### config.mk
export PLATFORM = sky130hd
export DESIGN_NAME = boot_loader_flat
export DESIGN_NICKNAME = d
export VERILOG_FILES = /design/src/rtl/boot_loader_if.sv /design/src/rtl/boot_loader.sv /design/src/flat_wrapper.sv
export SDC_FILE = /design/constraint.sdc
export NUM_CORES = 1
export LEC_CHECK = 0
export CELL_PAD_IN_SITES_DETAIL_PLACEMENT = 0
export CELL_PAD_IN_SITES_GLOBAL_PLACEMENT = 1
export CORE_MARGIN = 5
export CORE_UTILIZATION = 36
export CTS_CLUSTER_DIAMETER = 60
export DETAILED_ROUTE_END_ITERATION = 10
export PLACE_DENSITY = 0.75
export SLEW_MARGIN = 20
export SYNTH_ARGS = -nofsm -noshare
export SYNTH_HDL_FRONTEND = slang
export SYNTH_SLANG_ARGS = --single-unit
### constraint.sdc
create_clock -name clk -period 2.1 [get_ports clk]
set_input_delay 0.315 -clock clk [delete_from_list [all_inputs] [get_ports clk]]
set_output_delay 0.315 -clock clk [all_outputs]
set_load 0.02 [all_outputs]
### src/rtl/boot_loader_if.sv
// Boot-loader bus bundle: boot ROM read port plus downstream valid/ready write port.
// The master side is the boot loader; the slave side is the ROM/memory pair.
interface boot_loader_if #(
    parameter int unsigned DATA_WIDTH = 32,
    parameter int unsigned ADDR_WIDTH = 32
);
    logic                  rom_rd_ena;
    logic [ADDR_WIDTH-1:0] rom_address;
    logic [DATA_WIDTH-1:0] rom_data;
    logic                  mem_wr_valid;
    logic                  mem_wr_ready;
    logic [ADDR_WIDTH-1:0] mem_wr_addr;
    logic [DATA_WIDTH-1:0] mem_wr_data;

    modport master (
        output rom_rd_ena, rom_address, mem_wr_valid, mem_wr_addr, mem_wr_data,
        input  rom_data, mem_wr_ready
    );

    modport slave (
        input  rom_rd_ena, rom_address, mem_wr_valid, mem_wr_addr, mem_wr_data,
        output rom_data, mem_wr_ready
    );
endinterface

### src/rtl/boot_loader.sv
// Copies NUM_WORDS words from the boot ROM to memory at DEST_BASE after reset,
// keeps a wrapping checksum, then releases the core by raising cpu_rst_n.
module boot_loader #(
    parameter int unsigned           DATA_WIDTH = 32,
    parameter int unsigned           ADDR_WIDTH = 32,
    parameter logic [ADDR_WIDTH-1:0] NUM_WORDS  = 32'hFFF,
    parameter logic [ADDR_WIDTH-1:0] DEST_BASE  = '0
) (
    input  logic                  clk,
    input  logic                  rst_n,
    input  logic                  start,
    boot_loader_if.master         bus,
    output logic                  busy,
    output logic                  done,
    output logic [DATA_WIDTH-1:0] checksum,
    output logic                  cpu_rst_n
);

    typedef enum logic [2:0] {
        S_IDLE    = 3'd0,
        S_FETCH   = 3'd1,
        S_CAPTURE = 3'd2,
        S_WRITE   = 3'd3,
        S_DONE    = 3'd4
    } state_t;

    localparam logic [ADDR_WIDTH-1:0] LAST_IDX = NUM_WORDS - ADDR_WIDTH'(1);

    state_t                state_q;
    logic [ADDR_WIDTH-1:0] idx_q;
    logic                  rom_rd_ena_q;
    logic [ADDR_WIDTH-1:0] rom_address_q;
    logic                  mem_wr_valid_q;
    logic [ADDR_WIDTH-1:0] mem_wr_addr_q;
    logic [DATA_WIDTH-1:0] mem_wr_data_q;
    logic                  busy_q;
    logic                  done_q;
    logic [DATA_WIDTH-1:0] checksum_q;
    logic                  cpu_rst_n_q;

    // Copy sequencer: every output is a register updated alongside the state.
    always_ff @(posedge clk or negedge rst_n) begin
        if (!rst_n) begin
            state_q        <= S_IDLE;
            idx_q          <= '0;
            rom_rd_ena_q   <= 1'b0;
            rom_address_q  <= '0;
            mem_wr_valid_q <= 1'b0;
            mem_wr_addr_q  <= '0;
            mem_wr_data_q  <= '0;
            busy_q         <= 1'b0;
            done_q         <= 1'b0;
            checksum_q     <= '0;
            cpu_rst_n_q    <= 1'b0;
        end else begin
            case (state_q)
                S_IDLE: begin
                    if (start) begin
                        state_q       <= S_FETCH;
                        busy_q        <= 1'b1;
                        rom_rd_ena_q  <= 1'b1;
                        rom_address_q <= idx_q;
                    end else begin
                        state_q <= S_IDLE;
                    end
                end
                S_FETCH: begin
                    rom_rd_ena_q <= 1'b0;
                    state_q      <= S_CAPTURE;
                end
                S_CAPTURE: begin
                    // ROM data register is valid now; it is consumed here and never held.
                    mem_wr_data_q  <= bus.rom_data;
                    mem_wr_addr_q  <= DEST_BASE + {idx_q[ADDR_WIDTH-3:0], 2'b00};
                    mem_wr_valid_q <= 1'b1;
                    state_q        <= S_WRITE;
                end
                S_WRITE: begin
                    if (bus.mem_wr_ready) begin
                        mem_wr_valid_q <= 1'b0;
                        checksum_q     <= checksum_q + mem_wr_data_q;
                        if (idx_q == LAST_IDX) begin
                            state_q <= S_DONE;
                        end else begin
                            idx_q         <= idx_q + ADDR_WIDTH'(1);
                            rom_rd_ena_q  <= 1'b1;
                            rom_address_q <= idx_q + ADDR_WIDTH'(1);
                            state_q       <= S_FETCH;
                        end
                    end else begin
                        state_q <= S_WRITE;
                    end
                end
                S_DONE: begin
                    // Terminal: only rst_n leaves this state.
                    busy_q      <= 1'b0;
                    done_q      <= 1'b1;
                    cpu_rst_n_q <= 1'b1;
                    state_q     <= S_DONE;
                end
                default: begin
                    state_q        <= S_IDLE;
                    rom_rd_ena_q   <= 1'b0;
                    mem_wr_valid_q <= 1'b0;
                    busy_q         <= 1'b0;
                end
            endcase
        end
    end

    assign bus.rom_rd_ena   = rom_rd_ena_q;
    assign bus.rom_address  = rom_address_q;
    assign bus.mem_wr_valid = mem_wr_valid_q;
    assign bus.mem_wr_addr  = mem_wr_addr_q;
    assign bus.mem_wr_data  = mem_wr_data_q;
    assign busy             = busy_q;
    assign done             = done_q;
    assign checksum         = checksum_q;
    assign cpu_rst_n        = cpu_rst_n_q;

endmodule
### src/flat_wrapper.sv
// flat-port wrapper written by rule: the top's interface ports become plain ports
module boot_loader_flat 
#(
    parameter int unsigned           DATA_WIDTH = 32,
    parameter int unsigned           ADDR_WIDTH = 32,
    parameter logic [ADDR_WIDTH-1:0] NUM_WORDS  = 32'hFFF,
    parameter logic [ADDR_WIDTH-1:0] DEST_BASE  = '0
)
  (clk, rst_n, start, busy, done, checksum, cpu_rst_n, bus_rom_rd_ena, bus_rom_address, bus_mem_wr_valid, bus_mem_wr_addr, bus_mem_wr_data, bus_rom_data, bus_mem_wr_ready);
  boot_loader_if #(.DATA_WIDTH(DATA_WIDTH), .ADDR_WIDTH(ADDR_WIDTH)) bus_i ();
  input  logic clk;
  input  logic rst_n;
  input  logic start;
  output logic busy;
  output logic done;
  output logic [DATA_WIDTH-1:0] checksum;
  output logic cpu_rst_n;
  output wire logic [$bits(bus_i.rom_rd_ena)-1:0] bus_rom_rd_ena;
  output wire logic [$bits(bus_i.rom_address)-1:0] bus_rom_address;
  output wire logic [$bits(bus_i.mem_wr_valid)-1:0] bus_mem_wr_valid;
  output wire logic [$bits(bus_i.mem_wr_addr)-1:0] bus_mem_wr_addr;
  output wire logic [$bits(bus_i.mem_wr_data)-1:0] bus_mem_wr_data;
  input wire logic [$bits(bus_i.rom_data)-1:0] bus_rom_data;
  input wire logic [$bits(bus_i.mem_wr_ready)-1:0] bus_mem_wr_ready;
  assign bus_rom_rd_ena = bus_i.rom_rd_ena;
  assign bus_rom_address = bus_i.rom_address;
  assign bus_mem_wr_valid = bus_i.mem_wr_valid;
  assign bus_mem_wr_addr = bus_i.mem_wr_addr;
  assign bus_mem_wr_data = bus_i.mem_wr_data;
  assign bus_i.rom_data = bus_rom_data;
  assign bus_i.mem_wr_ready = bus_mem_wr_ready;
  boot_loader #(.DATA_WIDTH(DATA_WIDTH), .ADDR_WIDTH(ADDR_WIDTH), .NUM_WORDS(NUM_WORDS), .DEST_BASE(DEST_BASE)) u_core (.clk(clk), .rst_n(rst_n), .start(start), .bus(bus_i), .busy(busy), .done(done), .checksum(checksum), .cpu_rst_n(cpu_rst_n));
endmodule
* Word-level counts from Yosys, hierarchy flattened
Index checks and enable logic that the tools add are counted.
** Cells by class
- Add/subtract/negate cells :: 2
- Eq/ne operators :: 8
- Mux-type cells :: 15
- Bitwise logic cells :: 4
- Reductions and logical operators :: 11
** Operators by type and width (count)
- $mux 32 :: 3
- $pmux 32 s2 :: 1
- $add 32x1->32 const B :: 1
- $add 32x32->32 :: 1
- $eq 32x12->1 const B :: 1
- $pmux 3 s5 :: 1
- $reduce_and 4->1 :: 2
- $eq 3x2->1 const B :: 2
- $mux 3 :: 2
- $ne 2x2->1 const B :: 3
- $pmux 1 s3 :: 2
- $reduce_and 2->1 :: 3
- $reduce_or 3->1 :: 2
- $mux 1 :: 5
- $not 1->1 :: 4
- $eq 3x1->1 const B :: 1
- $eq 3x3->1 const B :: 1
- $logic_not 3->1 :: 1
- $reduce_and 3->1 :: 1
- $pmux 1 s2 :: 1
- $reduce_bool 2->1 :: 1
- $reduce_or 2->1 :: 1
** Storage, ports and cells
- Flip-flop bits (word level) :: 165
- Input bits :: 36
- Output and inout port bits :: 133

* Depth between registers and ports, before layout
Gate-level depths: netlist of run 1.
- Depth in word-level cells :: 4
- Mapped depth :: 11
- Depth with buffers taken out :: 9

* Least setup slack after synthesis of run 1
Ideal clock, no wire load.
- Path type :: register -> register
- From :: register u_core.mem_wr_data_q[7], in the netlist u_core.bus.mem_wr_data[7]
- To :: register u_core.checksum_q[27], in the netlist u_core.checksum[27]
- Setup time :: 0.076 ns
- Arrival :: 2.248 ns
- Required time :: 2.024 ns
- Setup slack :: -0.225 ns
- Stages on the path, launching flop included :: 10
- Path through :: dfrtp_1 -> ha_1 -> clkbuf_1 -> and3_1 -> nand4_1 -> a21oi_1 -> o21ai_1 -> o41a_1 -> xor2_1 -> o21ai_1
** Between the ends
- Cells in the longest elaborated chain, start to end :: 1
** Ends and longest elaborated chain
- from (decl) :: line boot_loader.sv:35 : logic [DATA_WIDTH-1:0] mem_wr_data_q;
- from (signal assigned) :: line boot_loader.sv:73 : mem_wr_data_q <= bus.rom_data;
- $add 32x32->32 :: line boot_loader.sv:81 : checksum_q <= checksum_q + mem_wr_data_q;
- to (signal assigned) :: line boot_loader.sv:81
- to (decl) :: line boot_loader.sv:38 : logic [DATA_WIDTH-1:0] checksum_q;
No other way between the ends.
A chain may end at the register's enable or synchronous reset.

* Final worst setup path of run 1
- From :: register u_core.idx_q[0]
- To :: register u_core.rom_address_q[1], in the netlist u_core.bus.rom_address[1]
** Between the ends
- Cells in the longest elaborated chain, start to end :: 4
- Elaborated cells between the ends (all ways) :: 7
- Classes of those cells :: add/sub: 1; eq/ne: 2; mux: 3; reduce/logical: 1
** Ends and longest elaborated chain
- from (decl) :: line boot_loader.sv:30 : logic [ADDR_WIDTH-1:0] idx_q;
- from (signal assigned) :: line boot_loader.sv:85 : idx_q <= idx_q + ADDR_WIDTH'(1);
- $add 32x1->32 :: line boot_loader.sv:87 : rom_address_q <= idx_q + ADDR_WIDTH'(1);
- $mux 32 :: line boot_loader.sv:82 : if (idx_q == LAST_IDX) begin
- $mux 32 :: line boot_loader.sv:79 : if (bus.mem_wr_ready) begin
- $pmux 32 s2 :: line boot_loader.sv:56 : case (state_q)
- to (signal assigned) :: line boot_loader.sv:62 : rom_address_q <= idx_q;
- to (signal assigned) :: line boot_loader.sv:87
- to (decl) :: line boot_loader.sv:32 : logic [ADDR_WIDTH-1:0] rom_address_q;
Several ways; a longest one is shown, not always the timed one. The select of a mux whose other input is x is not followed.

==> run metrics, run 1 <==
CP max FO 8; max_cap viols 0; worst slew pin tran approximately 0.6 ns; routed len/inst about 18 µm; vias in the first global route 8356; fin worst setup slack -0.233 ns; WP data required 2.47 ns; Hold Fails Final Rpt 0; post-route insts no fill 1586; Worst slew margin around three fifths; clk root buf clkbuf_16; via count ~8000; setup violators final 68; CP max stage delay 0.39 ns; Final ANT Viol Nets 0; unrepaired setup endpoints after global routing true; YS warnings 0; global-route wire length before repair 45300 µm; Residual DRC 0; initial antenna violation count 0; number of core rows 57; Die W ~170 µm; largest cells by area after synthesis dfrtp_1 (47%), mux2_2 (7.9%), nand2_1 (5.0%), ha_1 (4.7%), xor2_1 (4.6%); Hold Crit Class primary input to async pin; area added between synthesis and finish 62.7%; CTS sink cnt 165; Filler cells 1977; largest net degree at the start of global routing 60; Post-DP HPWL 18700 µm; VDD IR max 0.000711 V; Total Wirelength 27800 µm; total CTS buffers 17; WP buf/inv 4; Worst Path Arrival about 2.7 ns; post-route worst hold slack between 0.4 and 0.5 ns; Seq cells post-synth 165; share of cells above drive strength 1 40.7%; full die area 0.0276 mm²; Clk Latency, worst-skew pair between 0.4 and 0.5 ns; CTS HTree Levels 4; CP Cell Sequence inv_2, ha_4, nor4bb_1, and4_4, nand4_1, and2_4, a21oi_4, buf_8, buf_12, buf_16, a21o_1; Worst path top cell family by delay simple AND/OR/NAND/NOR gates; Net count, final 1319; maximum buffer depth of the clock tree 2; Placed Cells 1509; core box area around 0.024 mm²; failing checks setup timing; Synth Flop Type dfrtp_1; Die Ht roughly 170 µm; Peak Freq between 400 and 500 MHz; GR Overflow Total 0; I/O Buffers 166; final period utilization 111%; Post-Syn Area 0.00879 mm²; Worst Skew 0.0171 ns; Reg area 0.00415 mm²; Pre-antenna DRT Iters 4; io pins between 150 and 200; Slew Limit Fails 0; Tmin final about 2.3 ns; EDFF count, synth 0; CTS tree yes; Setup WS pre-CTS -0.211 ns; Worst Path Class, Setup flip-flop to flip-flop; startpoint type of the worst setup path flip-flop; Slowest cell on crit path dfrtp_1; Worst Setup End Kind flip-flop; via density per instance ~5.1; sequential share of the synthesized area 47.0%; Final Cell Area 0.0143 mm²; CTS clock-pin slew for the worst setup and hold paths 0.07 ns; Initial Util 36.4%; diodes inserted 0; gr usage total 20.2%; PD cells 1600 mW/mm²; area share of the largest cell type after synthesis a little under half; area of the multi-input gates 0.00529 mm²; area of placed instances 0.0123 mm²; status finished, violations left; initial drt markers between 400 and 500; Async S/R FF share, synth 100%; Syn Inst Count ~900; P_leak 6.38 nW; syn_area_per_cell 9.90 µm²; cell taking the most area after synthesis dfrtp_1; synth unique cells 63; GPL Wtd Cong ~0.83
-- power breakdown --
group	switching, mW	leakage, nW	total [mW]	internal [mW]
combinational	7.11	3.95	14.7	7.64
sequential	0.761	2.12	4.80	4.04
clock	1.62	0.310	3.38	1.76
-- timing repair --
action                                  4_1_cts  5_1_grt
gates cloned                                  7        0
endpoints found under the setup margin       67       86
resized for setup                           141       78
setup buffers                                40        9
hold endpoints to repair                     53        0
pin swaps                                    91       51
hold buffers                                  1        0
-- cell usage in the layout (no fill, tap or decap), types with 19 or more instances in the layout --
cell,count
o21ai_2,39
mux2_2,62
dfrtp_1,146
nor2_1,43
buf_4,201
xnor2_1,34
clkdlybuf4s50_1,165
xor2_1,46
a21oi_2,19
o21ai_0,20
o21ai_1,21
a21oi_1,19
nand4_1,19
dfrtp_2,19
nand2_1,86
-- per-stage QoR --
| step | TNS (ns) | power (mW) | util, % |
|---|---|---|---|
| 2_1_floorplan | -0.0503 | 11.7 | - |
| 3_3_place_gp | -7.56 | 17.1 | 51.1 |
| 3_5_place_dp | -9.15 | 17.2 | 51.1 |
| 4_1_cts | -6.01 | 22.5 | 58.1 |
| 5_1_grt | -13.21 | 24.4 | 59.1 |
| 6_report | -7.08 | 22.9 | 59.1 |
-- synth_stat cells, types with 2 or more instances --
library cell,n
xnor2_1,38
o22ai_1,2
nor4_1,8
buf_4,5
or4_1,2
inv_1,13
a41o_1,2
and2_1,5
clkbuf_1,31
o21bai_1,5
nand4b_1,2
nand3b_1,2
a21oi_1,41
o311ai_1,2
nand4_1,19
a21o_1,17
o21ai_0,44
o31ai_1,2
a211oi_1,7
nand2_1,117
nor3b_1,2
mux2i_1,2
a21boi_0,2
nor2_1,52
xor2_1,46
or3_1,3
nor3_1,20
nor2b_1,3
ha_1,33
mux2_2,62
a31oi_1,6
o211ai_1,7
dfrtp_1,165
and3_1,12
nand2b_1,2
buf_2,22
and4_1,2
buf_1,2
o21ai_1,38
nand3_1,20
-- registers in the layout (all words and copies together) (netlist names) --
| signal | cells |
|---|---|
| u_core.checksum | 32 |
| u_core.bus.rom_rd_ena | 1 |
| u_core.bus.mem_wr_data | 32 |
| u_core.done | 1 |
| u_core.busy | 1 |
| u_core.bus.mem_wr_addr | 30 |
| u_core.idx_q | 32 |
| u_core.state_q | 3 |
| u_core.bus.rom_address | 32 |
| u_core.bus.mem_wr_valid | 1 |
-- worst paths after layout --
| kind | from | endpoint | slack [ns] | cells after the start |
|---|---|---|---|---|
| min reg2reg | u_core.bus.rom_address[26]$_DFFE_PN0P_ | u_core.bus.rom_address[26]$_DFFE_PN0P_ | 0.49 | 2 |
| min | rst_n | u_core.bus.mem_wr_data[6]$_DFFE_PN0P_ | 0.43 | 2 |
| max reg2reg | u_core.idx_q[0]$_DFFE_PN0P_ | u_core.bus.rom_address[1]$_DFFE_PN0P_ | -0.23 | 11 |
| max | u_core.idx_q[0]$_DFFE_PN0P_ | u_core.bus.rom_address[1]$_DFFE_PN0P_ | -0.23 | 11 |
| min in group clk | bus_rom_data[2] | u_core.bus.mem_wr_data[2]$_DFFE_PN0P_ | 0.48 | 2 |
| max in group asynchronous | rst_n | u_core.checksum[9]$_DFFE_PN0P_ | 1.01 | 3 |
-- metal layers --
layer	track usage (%)	vias to the layer above	part of all wire, %
met5	0	-	0
met4	6.26	0	1.5
met3	4.40	34	4.8
met2	33.3	196	49
met1	26.6	3950	45
li1	-	3846	-
-- layout make-up --
type | count | area share (%)
Inverter | 13 | 0.341
Clock buffer | 17 | 2.98
Multi-Input combinational cell | 650 | 37.0
Tap cell | 324 | 2.84
Timing Repair Buffer | 402 | 26.3
Clock inverter | 15 | 1.52
Sequential cell | 165 | 29.1
-- worst reg2reg max path: stages, from the launching register on --
cell and delay [ns]:
dfrtp_1 0.39, inv_2 0.08, ha_4 0.11, nor4bb_1 0.20
and4_4 0.27, nand4_1 0.20, and2_4 0.24, a21oi_4 0.19
buf_8 0.16, buf_12 0.12, buf_16 0.15, a21o_1 0.15
-- kinds of logic after synthesis --
family,Yosys count,synth area share (%)
xor gates and xnor gates,84,8.37
DFF,165,47.0
and+or+nand+nor,279,15.1
AOI/OAI and AO/OA,187,12.7
other,1,0.0427
buffers and inverters,74,3.70
adders and majority gates,34,4.93
muxes,64,8.17
Power figures use the tool's default switching activity.
==> inputs of run 2 (changes only) <==
--- a/config.mk
+++ b/config.mk
@@ -5,13 +5,14 @@
 export SDC_FILE = /design/constraint.sdc
 export NUM_CORES = 1
 export LEC_CHECK = 0
+export ABC_AREA = 1
 export CELL_PAD_IN_SITES_DETAIL_PLACEMENT = 0
 export CELL_PAD_IN_SITES_GLOBAL_PLACEMENT = 1
 export CORE_MARGIN = 5
-export CORE_UTILIZATION = 36
+export CORE_UTILIZATION = 35
 export CTS_CLUSTER_DIAMETER = 60
 export DETAILED_ROUTE_END_ITERATION = 10
-export PLACE_DENSITY = 0.75
+export PLACE_DENSITY = 0.77
 export SLEW_MARGIN = 20
 export SYNTH_ARGS = -nofsm -noshare
 export SYNTH_HDL_FRONTEND = slang
==> run metrics, run 2 <==
Total Neg Setup Slack 0 ns; Tmin final roughly 1.9 ns; GPL Wtd Cong 0.903; Hold Fails Final Rpt 0; Worst Path Class, Setup flip-flop to flip-flop; total CTS buffers 17; GR Overflow Total 0; syn_area_per_cell 6.86 µm²; status finished, final reports clean; reg2reg start u_core.bus.mem_wr_data[14]$_DFFE_PN0P_; gr usage total between 10% and 20%; Peak Freq 516 MHz; vias in the first global route 9166; Setup WS pre-CTS 0.0287 ns; routed len/inst 15.0 µm; Net count, final approximately 1700; full die area 0.0316 mm²; Final ANT Viol Nets 0; WP data required 2.43 ns; overall power 20.9 mW; PD cells approximately 1600 mW/mm²; max_cap viols 0; post-route insts no fill 2011; area of the multi-input gates 0.00492 mm²; Seq cells post-synth 165; CP max FO 4; Initial Util around 35%; area of placed instances 0.0121 mm²; Slowest cell on crit path dfrtp_1; global-route wire length before repair 48300 µm; worst slew pin tran about 0.8 ns; largest net degree at the start of global routing 94; Worst Setup End Kind flip-flop; number of core rows 61; via count 9396; area share of the largest cell type after synthesis 41.9%; R2R Setup Slk between 0.15 and 0.2 ns; CTS HTree Levels 4; VDD IR max 0.000718 V; via density per instance between 4 and 5; maximum buffer depth of the clock tree 2; share of cells above drive strength 1 6.61%; final period utilization 92.3%; Post-DP HPWL 22800 µm; CP max stage delay roughly 0.4 ns; Syn Inst Count ~1400; synth unique cells 34; Worst Path Arrival 2.26 ns; core box area ~0.028 mm²; sequential share of the synthesized area 41.9%; Post-CTS Setup Inserts 0; Post-Syn Area 0.00985 mm²; CTS sink cnt 165; area added between synthesis and finish 29.7%; EDFF count, synth 0; Worst slew margin between 40% and 50%; most frequent cells in the layout nand2_1 (669), clkdlybuf4s50_1 (165), dfrtp_1 (165), inv_1 (154), nor2_1 (87); CTS clock-pin slew for the worst setup and hold paths 0.07 ns; initial antenna violation count 0; Pre-antenna DRT Iters 5; Worst path top cell family by delay simple AND/OR/NAND/NOR gates; largest cells by area after synthesis dfrtp_1 (42%), nand2_1 (26%), inv_1 (5.9%), ha_1 (4.2%), nand3_1 (4.0%); Residual DRC 0; YS warnings 0; Reg2Reg Depth 11; count leader, synth nand2_1; unrepaired setup endpoints after global routing false; Filler cells between 2000 and 3000; io pins 169; CTS tree yes; cell taking the most area after synthesis dfrtp_1; Die W around 180 µm; Hold Crit Class primary input to async pin; Reg area 0.00413 mm²; CP Cell Sequence ha_1, buf_4, nand2_1, nor2_1, inv_1, o21bai_1, nand2_1, nand3_1, nand2_1, nand3_1, nand2_1; diodes inserted 0; I/O Buffers roughly 170; Async S/R FF share, synth 100%; Worst Skew 0.0151 ns; Total Wirelength between 30000 and 40000 µm; Synth Flop Type dfrtp_1; startpoint type of the worst setup path flip-flop; fin worst setup slack 0.163 ns; reg2reg end u_core.checksum[24]$_DFFE_PN0P_; Die Ht 178 µm; WP buf/inv 2; P_leak 6.51 nW; Final Cell Area 0.0128 mm²; Clk Latency, worst-skew pair 0.44 ns; commonest non-fill, non-tap cell in the layout nand2_1; CP most frequent cell nand2_1; top cells by count, synth nand2_1 (672), dfrtp_1 (165), inv_1 (155); Slew Limit Fails 0; clk root buf clkbuf_16; setup violators final 0; Placed Cells 1978; initial drt markers between 500 and 600
## run 2: changes by cell type after synthesis, sizes merged, moves of 23 or more
cell	delta
nand2	+555
xnor2	-23
nor2	+39
inv	+150
xor2	-30
nand3	+62
mux2	-62
## run 2: worst max-delay path by stage
| stage | startpoint | to | cells after the start |
|---|---|---|---|
| 6_report | u_core.bus.mem_wr_data[14]$_DFFE_PN0P_ | u_core.checksum[24]$_DFFE_PN0P_ | 11 |
| 2_1_floorplan | u_core.bus.mem_wr_data[0]$_DFFE_PN0P_ | u_core.checksum[28]$_DFFE_PN0P_ | 10 |
| 4_1_cts | u_core.bus.mem_wr_data[0]$_DFFE_PN0P_ | u_core.checksum[24]$_DFFE_PN0P_ | 11 |
| 3_3_place_gp | u_core.bus.mem_wr_data[0]$_DFFE_PN0P_ | u_core.checksum[24]$_DFFE_PN0P_ | 10 |
| 3_5_place_dp | bus_mem_wr_ready | u_core.bus.rom_address[18]$_DFFE_PN0P_ | 9 |
| 5_1_grt | u_core.idx_q[7]$_DFFE_PN0P_ | u_core.idx_q[25]$_DFFE_PN0P_ | 9 |
## run 2: timing repair
item / 4_1_cts / 5_1_grt
hold buffers: 1 / 0
resized for setup: 0 / 19
setup endpoints to repair: 0 / 77
endpoints found under the hold margin: 39 / 0
## run 2: through the flow
step | hold slack, ns | utilization (%)
detailed placement | 0.317 | 43.5
global route | 0.420 | 46.0
global placement | 0.312 | 43.5
finish | 0.415 | 46.0
CTS | 0.396 | 45.7
floorplan | 0.0194 | -
## run 2: kinds of logic (layout without fill, tap and decap cells)
logic type | after synthesis | count (layout) | synth area share (%)
adder cells (fa/ha/maj) | 34 | 34 | 4.40
AO/OA/AOI/OAI | 122 | 122 | 6.33
buffers and inverters | 204 | 401 | 8.82
other | 1 | 2 | 0.0381
XOR/XNOR | 31 | 31 | 2.76
AND/OR/NAND/NOR | 878 | 878 | 35.7
flip-flops | 165 | 165 | 41.9
## run 2: cell type report
type	instances	area share (%)
timing repair buffer	206	15.9
sequential	165	32.3
clock inverter	14	1.23
clock buffer	18	3.44
inverter	163	4.85
multi-input combinational	1067	38.6
tap	378	3.70
## run 2: where the power goes
group	internal [mW]	total (mW)	switching [mW]
clock	1.63	3.20	1.57
sequential	4.35	5.34	0.982
combinational	4.79	12.4	7.60
total	10.8	20.9	10.1
## run 2: layer usage
layer  vias up  global-route usage [%]  part of all wire [%]
met5         -                       0                     0
met4         0                    4.74                   1.5
met3        26                    3.32                   4.0
met2       184                    35.1                    51
met1      4386                    23.9                    44
li1       4800                       -                     -
==> inputs of run 3 (changes only) <==
--- a/config.mk
+++ b/config.mk
@@ -10,9 +10,10 @@
 export CELL_PAD_IN_SITES_GLOBAL_PLACEMENT = 1
 export CORE_MARGIN = 5
 export CORE_UTILIZATION = 35
-export CTS_CLUSTER_DIAMETER = 60
 export DETAILED_ROUTE_END_ITERATION = 10
+export GPL_ROUTABILITY_DRIVEN = 0
 export PLACE_DENSITY = 0.77
+export SETUP_SLACK_MARGIN = 0.15
 export SLEW_MARGIN = 20
 export SYNTH_ARGS = -nofsm -noshare
 export SYNTH_HDL_FRONTEND = slang
==> run metrics, run 3 (same netlist as run 2, synthesis figures left out) <==
CTS sink cnt 165; CP max FO 2; total CTS buffers 17; largest net degree at the start of global routing 94; Total Neg Setup Slack 0 ns; Reg2Reg Depth 10; I/O Buffers 166; CTS tree yes; R2R Setup Slk 0.21 ns; reg2reg start u_core.bus.mem_wr_data[0]$_DFFE_PN0P_; unrepaired setup endpoints after global routing true; full die area between 0.03 and 0.04 mm²; GR Overflow Total 0; Hold Crit Class primary input to async pin; Setup WS pre-CTS ~0.027 ns; Die W 178 µm; number of core rows 61; maximum buffer depth of the clock tree 2; CTS clock-pin slew for the worst setup and hold paths 0.07 ns; startpoint type of the worst setup path flip-flop; io pins 169; clk root buf clkbuf_16; initial antenna violation count 0; via count 9368; P_leak 6.53 nW; Residual DRC 0; CTS HTree Levels 4; overall power ~22 mW; Clk Latency, worst-skew pair about 0.44 ns; via density per instance approximately 4.7; P_sw 10.6 mW; routed len/inst 15.1 µm; final period utilization 91.6%; Total Wirelength 30500 µm; setup violators final 0; sw frac approximately half; max_cap viols 0; area of the multi-input gates 0.00524 mm²; Clk pwr share 14.6%; fin worst setup slack approximately 0.18 ns; Placed Cells 1973; post-route worst hold slack 0.389 ns; Peak Freq between 500 and 600 MHz; commonest non-fill, non-tap cell in the layout nand2_1; share of cells above drive strength 1 10.3%; combinational fraction of design power 60.7%; Slew Limit Fails 0; WP data required roughly 1.8 ns; Final ANT Viol Nets 0; initial drt markers 642; Post-DP HPWL 22600 µm; Pre-antenna DRT Iters 5; Initial Util 35.4%; PD cells about 1700 mW/mm²; part of the power in registers 24.7%; worst slew pin tran roughly 0.51 ns; Worst slew margin 65.9%; core box area between 0.02 and 0.03 mm²; area added between synthesis and finish 33.6%; gr usage total approximately a fifth; most frequent cells in the layout nand2_1 (660), clkdlybuf4s50_1 (164), dfrtp_1 (161), inv_1 (151), o21ai_0 (78); Worst Path Arrival roughly 1.6 ns; area of placed instances roughly 0.012 mm²; Final Cell Area 0.0132 mm²; diodes inserted 0; status finished, final reports clean; Die Ht between 150 and 200 µm; reg2reg end u_core.checksum[28]$_DFFE_PN0P_; VDD IR max around 0.0006 V; Hold Fails Final Rpt 0; Filler cells between 2000 and 3000; P_int 11.4 mW; global-route wire length before repair around 50000 µm; Reg area between 0.004 and 0.005 mm²; post-route insts no fill 2013; vias in the first global route 9205; Net count, final 1692; Tmin final 1.92 ns; Finished Core Util a little under half; Worst Path Class, Setup flip-flop to primary output; Worst Skew 0.0188 ns; Worst Setup End Kind primary output
[run 3: cell count changes in the layout (fill, tap and decap cells not counted), sizes merged]
cell           delta
clkinv            -5
inv               +3
clkinvlp          +2
buf               +1
bufbuf            +1
clkdlybuf4s50     -1
dlygate4sd2       +1
[run 3: repair_timing]
action                                  4_1_cts  5_1_grt
gates cloned                                  1        0
hold buffers                                  1        0
hold endpoints to repair                     45        0
setup buffers                                 0        6
gates resized for setup                      11       86
endpoints found under the setup margin       79       83
pin swaps                                     1        5
[run 3: critical path, stage by stage, from the launching register on]
cell and delay [ns]:
dfrtp_1 0.39, buf_4 0.13, clkdlybuf4s50_1 0.65
[run 3: cell type report]
cell class / count / area share [%]
clock buffer: 18 / 3.34
clock inverter: 14 / 1.16
inverter: 163 / 4.83
multi-input combinational: 1067 / 39.8
sequential: 165 / 31.4
tap: 378 / 3.60
timing repair buffer: 208 / 15.8
[run 3: worst max-delay path by stage]
stage / from / to / slack [ns]
after floorplan: u_core.bus.mem_wr_data[0]$_DFFE_PN0P_ / u_core.checksum[28]$_DFFE_PN0P_ / 0.16
after global placement: u_core.idx_q[23]$_DFFE_PN0P_ / u_core.idx_q[12]$_DFFE_PN0P_ / 0.08
after detailed placement: u_core.bus.mem_wr_data[0]$_DFFE_PN0P_ / u_core.checksum[20]$_DFFE_PN0P_ / 0.03
after CTS: u_core.state_q[2]$_DFF_PN0_ / u_core.idx_q[31]$_DFFE_PN0P_ / 0.14
after global routing: u_core.checksum[15]$_DFFE_PN0P_ / u_core.checksum[29]$_DFFE_PN0P_ / 0.1
final: u_core.bus.mem_wr_data[13]$_DFFE_PN0P_ / bus_mem_wr_data[13] / 0.18
[run 3: power groups by stage]
stage	sequential, mW	combinational (mW)	clock [mW]
5_1_grt	5.63	14.9	3.43
3_5_place_dp	5.37	12.4	0
3_3_place_gp	5.35	12.3	0
4_1_cts	5.32	12.6	3.30
2_1_floorplan	6.33	6.85	0
6_report	5.45	13.4	3.21
[run 3: routing by layer]
layer / up-vias / global-route usage, % / wire, µm
met5: - / 0 / 0
li1: 4811 / - / -
met2: 217 / 33.5 / 15000
met3: 46 / 2.96 / 1140
met4: 0 / 6.38 / 779
met1: 4294 / 25.1 / 13600
